$ cat src/rtl/uart_pkg.sv
// Shared UART definitions: default word/FIFO sizes, pointer-width helper and
// the transmitter state encoding reused across UART blocks.
package uart_pkg;

  localparam int unsigned DATA_LENGTH = 8;
  localparam int unsigned FIFO_DEPTH  = 16;

  // Pointer carries one extra wrap bit above the storage index.
  function automatic int unsigned ptr_width(input int unsigned depth);
    return $clog2(depth) + 1;
  endfunction

  typedef enum logic [1:0] {
    TX_IDLE  = 2'd0,
    TX_START = 2'd1,
    TX_DATA  = 2'd2,
    TX_STOP  = 2'd3
  } tx_state_t;

endpackage

$ cat src/rtl/uart_fifo_mem.sv
// Depth x DataLength storage: one clocked write port, one asynchronous read port.
// No reset; contents are undefined until written.
module uart_fifo_mem #(
  parameter int unsigned DataLength = 8,
  parameter int unsigned Depth      = 16
) (
  input  logic                     i_clk,
  input  logic                     i_write_en,
  input  logic [$clog2(Depth)-1:0] i_write_addr,
  input  logic [DataLength-1:0]    i_data,
  input  logic [$clog2(Depth)-1:0] i_read_addr,
  output logic [DataLength-1:0]    o_data
);

  logic [DataLength-1:0] mem [Depth];

  always_ff @(posedge i_clk) begin
    if (i_write_en) mem[i_write_addr] <= i_data;
  end

  assign o_data = mem[i_read_addr];

endmodule

$ cat src/rtl/uart_tx_fifo.sv
// First-word-fall-through FIFO feeding the UART transmitter.
// Optional sticky overflow/underflow flags when UART_TX_FIFO_ERR_EN is defined.
module uart_tx_fifo
  import uart_pkg::*;
#(
  parameter int unsigned DataLength      = DATA_LENGTH,
  parameter int unsigned Depth           = FIFO_DEPTH,
  parameter int unsigned AlmostFullLevel = 12
) (
  input  logic                       i_clk,
  input  logic                       i_rst,
  input  logic                       i_write_en,
  input  logic [DataLength-1:0]      i_data,
  output logic                       o_full,
  output logic                       o_almost_full,
  output logic [DataLength-1:0]      o_data,
  output logic                       o_empty,
  input  logic                       i_read_en,
`ifdef UART_TX_FIFO_ERR_EN
  input  logic                       i_err_clr,
  output logic                       o_overflow,
  output logic                       o_underflow,
`endif
  output logic [$clog2(Depth):0]     o_count
);

  localparam int unsigned AW = $clog2(Depth);
  localparam int unsigned PW = ptr_width(Depth);

  logic [PW-1:0] wr_ptr, rd_ptr, count;
  logic          wr_fire, rd_fire;

  // Flags come only from registered pointers, so strobes never reach them combinationally.
  assign o_empty       = (wr_ptr == rd_ptr);
  assign o_full        = (wr_ptr[AW-1:0] == rd_ptr[AW-1:0]) && (wr_ptr[AW] != rd_ptr[AW]);
  assign o_almost_full = (count >= PW'(AlmostFullLevel));
  assign o_count       = count;

  assign wr_fire = i_write_en & ~o_full;
  assign rd_fire = i_read_en  & ~o_empty;

  always_ff @(posedge i_clk or posedge i_rst) begin
    if (i_rst) begin
      wr_ptr <= '0;
      rd_ptr <= '0;
      count  <= '0;
    end else begin
      if (wr_fire) wr_ptr <= wr_ptr + PW'(1);
      if (rd_fire) rd_ptr <= rd_ptr + PW'(1);
      case ({wr_fire, rd_fire})
        2'b10:   count <= count + PW'(1);
        2'b01:   count <= count - PW'(1);
        default: count <= count;
      endcase
    end
  end

  uart_fifo_mem #(
    .DataLength(DataLength),
    .Depth     (Depth)
  ) u_mem (
    .i_clk       (i_clk),
    .i_write_en  (wr_fire),
    .i_write_addr(wr_ptr[AW-1:0]),
    .i_data      (i_data),
    .i_read_addr (rd_ptr[AW-1:0]),
    .o_data      (o_data)
  );

`ifdef UART_TX_FIFO_ERR_EN
  // Set term is OR-ed after the clear so a coincident new error keeps the flag.
  always_ff @(posedge i_clk or posedge i_rst) begin
    if (i_rst) begin
      o_overflow  <= 1'b0;
      o_underflow <= 1'b0;
    end else begin
      o_overflow  <= (i_write_en & o_full)  | (o_overflow  & ~i_err_clr);
      o_underflow <= (i_read_en  & o_empty) | (o_underflow & ~i_err_clr);
    end
  end
`endif

endmodule

$ cat config.mk
export PLATFORM = sky130hd
export DESIGN_NAME = uart_tx_fifo
export DESIGN_NICKNAME = d
export VERILOG_FILES = /design/src/rtl/uart_pkg.sv /design/src/rtl/uart_fifo_mem.sv /design/src/rtl/uart_tx_fifo.sv
export SDC_FILE = /design/constraint.sdc
export NUM_CORES = 1
export LEC_CHECK = 0
export BUFFER_PORTS_ARGS = -buffer_cell sky130_fd_sc_hd__buf_2
export CORE_MARGIN = 2
export CORE_UTILIZATION = 46
export CTS_CLUSTER_DIAMETER = 120
export CTS_CLUSTER_SIZE = 14
export DETAILED_ROUTE_END_ITERATION = 12
export PLACE_DENSITY_LB_ADDON = 0.15
export SETUP_SLACK_MARGIN = 0.4
export SYNTH_ARGS = -nofsm -noshare
export SYNTH_HDL_FRONTEND = slang
export SYNTH_SLANG_ARGS = --single-unit
$ cat constraint.sdc
create_clock -name i_clk -period 4.2 [get_ports i_clk]
set_input_delay 0.84 -clock i_clk [delete_from_list [all_inputs] [get_ports i_clk]]
set_output_delay 0.84 -clock i_clk [all_outputs]
set_load 0.005 [all_outputs]
==> flow_summary.toml <==
[sta]
min_period_over_period = 0.7957
timing.final.ws_setup_ns = 0.8582
hold_violations = 0
worst_slew_margin_rel = 0.3292
slew_viol_final = 0
finalSetupTns_ns = 0
rsz0062_at_grt = "no"
clock_skew_ns = 0.008105
worst_slew_pin_slew_ns = 1.003
finalSetupViolCount = 0
worst_hold_slack_ns = 0.5016
fmaxAchievable_mhz = 299.2
period_minus_slack_ns = 3.342

[cts]
cts_buffer_depth = 2
clkTransAtPathRegs_ns = 0.06
postCtsHoldBufs = 0
numClockSinks = 143
cts_max_level = 4
post_cts_buffers = 0
tritoncts = "built"
cts_resized = 0
clock_latency_ns = 0.42
cts_root_buf = "clkbuf_16"
cts_buffers = 17

[pwr]
max-vdd-ir-drop_mv = 0.3942
powerDensity_nw_per_um2 = 699.4
p_leak_nw = 2.373

[route]
routed_wl_um = 11610
wl_per_cell_um = 21.75
vias = 2958
vias_per_cell = 5.539
antenna_left = 0
drc = 0
drtIter0Drc = 330
firstDrtPassIters = 4

[min_path]
hold_path.class = "in -> async"

[finish]
drive_gt1_frac = 0.2403
postLayoutCoreUtil = 0.5365
area_delta_synth_final_pct = 13.53
regArea_um2 = 4220
fin_nets = 371
n_fill_cell = 1066
multi_input_area_um2 = 1598
final_cell_mix = "edfxtp_1 (128), buf_2 (27), mux4_2 (26)"
final_common_cell = "edfxtp_1"
diodes = 0

[placed_design]
dp_slack_ns = 1.243
gp_congestion = 0.7156
hpwl_um = 7303
numPortBuffers = 27

[worst_setup_path]
cp.required_ns = 3.36
cp.arrival_ns = 2.50
r2r_start = "rd_ptr[1]"
crit_path_start_kind = "flop"
worstSetupStartpoint = "rd_ptr[1]"
crit_type = "reg -> out"
cp_slowest_cell = "mux4_1"
cp-end-kind = "primary output"
path_cells = "buf_4, mux4_1, a22oi_1, nand2_1, buf_2"
critPathMaxStageDelay_ns = 0.59
crit_fanout = 14

[global_routing]
antenna_found_initial = 0
grt.total_usage = 0.1817
first_global_vias = 3260
grt_overflow = 0
grt_max_degree = 36
grt_pass1_wl_um = 18560

[yosys]
synth_area_leader_cell = "edfxtp_1"
synth.area.top_cells = "edfxtp_1 (64%), mux4_2 (9.8%), dfrtp_1 (6.3%)"
synth_top_area_frac = 0.6446
syn_area_um2 = 5963
netlist_instances = 315
synth_fp_nets = 337
yosysSeqAreaShare = 0.7075
ys_ff_latch = 143
ys_types = 44
synth.avg_cell_area_um2 = 18.93
synth_warnings = 0

[floorplanning]
start_util = 0.4725
die_h_um = 117.9
die_w_um = 117.9
coreArea_um2 = 12620
die_area_um2 = 13890
ios = 28
rows = 41

[job]
maxCapViolations = 0

[run_status]
status = "finished clean"
layout make-up:
cell class | count | share of cell area
Clock buffer | 30 | 0.07448
Sequential cell | 143 | 0.6234
Inverter | 9 | 0.004990
Timing Repair Buffer | 31 | 0.02439
Tap cell | 172 | 0.03179
Multi-Input combinational cell | 147 | 0.2360
Clock inverter | 2 | 0.004990
state kept, by name, summed over array words and instances (netlist names):
register,flops
rd_ptr,5
o_count,5
wr_ptr,5
u_mem.mem,128
final timing paths:
kind | end | depth (start not counted) | slack (ns)
min in group i_clk | o_count[2] | 2 | 0.55
setup / recovery | o_data[3] | 5 | 0.86
hold reg to reg | o_count[2] | 2 | 0.55
hold / removal | o_count[0] | 2 | 0.50
setup reg to reg | o_count[4] | 10 | 1.30
max in group asynchronous | rd_ptr[1] | 2 | 3.25
report_power, final:
group / internal, mW / switching [mW]
registers: 1.76 / 0.157
logic: 0.671 / 0.776
clock network: 0.861 / 0.513
total: 3.29 / 1.45
synth_stat cells (all sizes together):
| library cell | number |
|---|---|
| nand3 | 2 |
| mux2 | 3 |
| fa | 1 |
| nand4 | 3 |
| mux4 | 32 |
| o311ai | 1 |
| nor4 | 1 |
| o211ai | 5 |
| a211oi | 1 |
| a21oi | 3 |
| nor2 | 8 |
| edfxtp | 128 |
| nor3 | 1 |
| o21ai | 5 |
| o22ai | 1 |
| and4 | 1 |
| a21o | 2 |
| clkbuf | 4 |
| nand4b | 1 |
| ha | 9 |
| buf | 12 |
| and2b | 1 |
| dfrtp | 15 |
| a22oi | 16 |
| nor2b | 4 |
| xnor2 | 13 |
| and3 | 14 |
| and2 | 2 |
| or3 | 2 |
| nand2 | 12 |
| xor2 | 2 |
| inv | 9 |
| nand3b | 1 |
layer usage:
layer,vias up,share of wire,GRT usage
met5,-,0,0
met4,0,0.027,0.08509
met3,24,0.031,0.04215
met2,57,0.49,0.2809
met1,1535,0.46,0.2462
li1,1342,-,-
logic make-up (layout without fill, tap and decap cells):
| kind of cell | after synthesis | in the layout | share of synthesized area |
|---|---|---|---|
| AND/OR/NAND/NOR | 53 | 53 | 0.04931 |
| XOR/XNOR | 15 | 15 | 0.02329 |
| multiplexers | 35 | 35 | 0.1303 |
| flip-flops | 143 | 143 | 0.7075 |
| buffers and inverters | 25 | 72 | 0.02455 |
| AO/OA/AOI/OAI | 34 | 34 | 0.04281 |
| adder cells (fa/ha/maj) | 10 | 10 | 0.02224 |
critical path, delay by kind of cell (launching register included):
family / cells / cell delay, ns
AO/OA/AOI/OAI: 1 / 0.28
buffers and inverters: 2 / 0.51
flip-flops: 1 / 0.56
multiplexers: 1 / 0.59
AND/OR/NAND/NOR: 1 / 0.13
through the flow:
stage | instances | instance area (µm²) | total power, mW
after floorplan | 315 | 5963 | 2.998
after global placement | 502 | 6232 | 3.383
after detailed placement | 502 | 6232 | 3.420
after CTS | 534 | 6770 | 4.795
after global routing | 534 | 6770 | 5.013
final | 534 | 6770 | 4.735
Power figures use the tool's default switching activity.
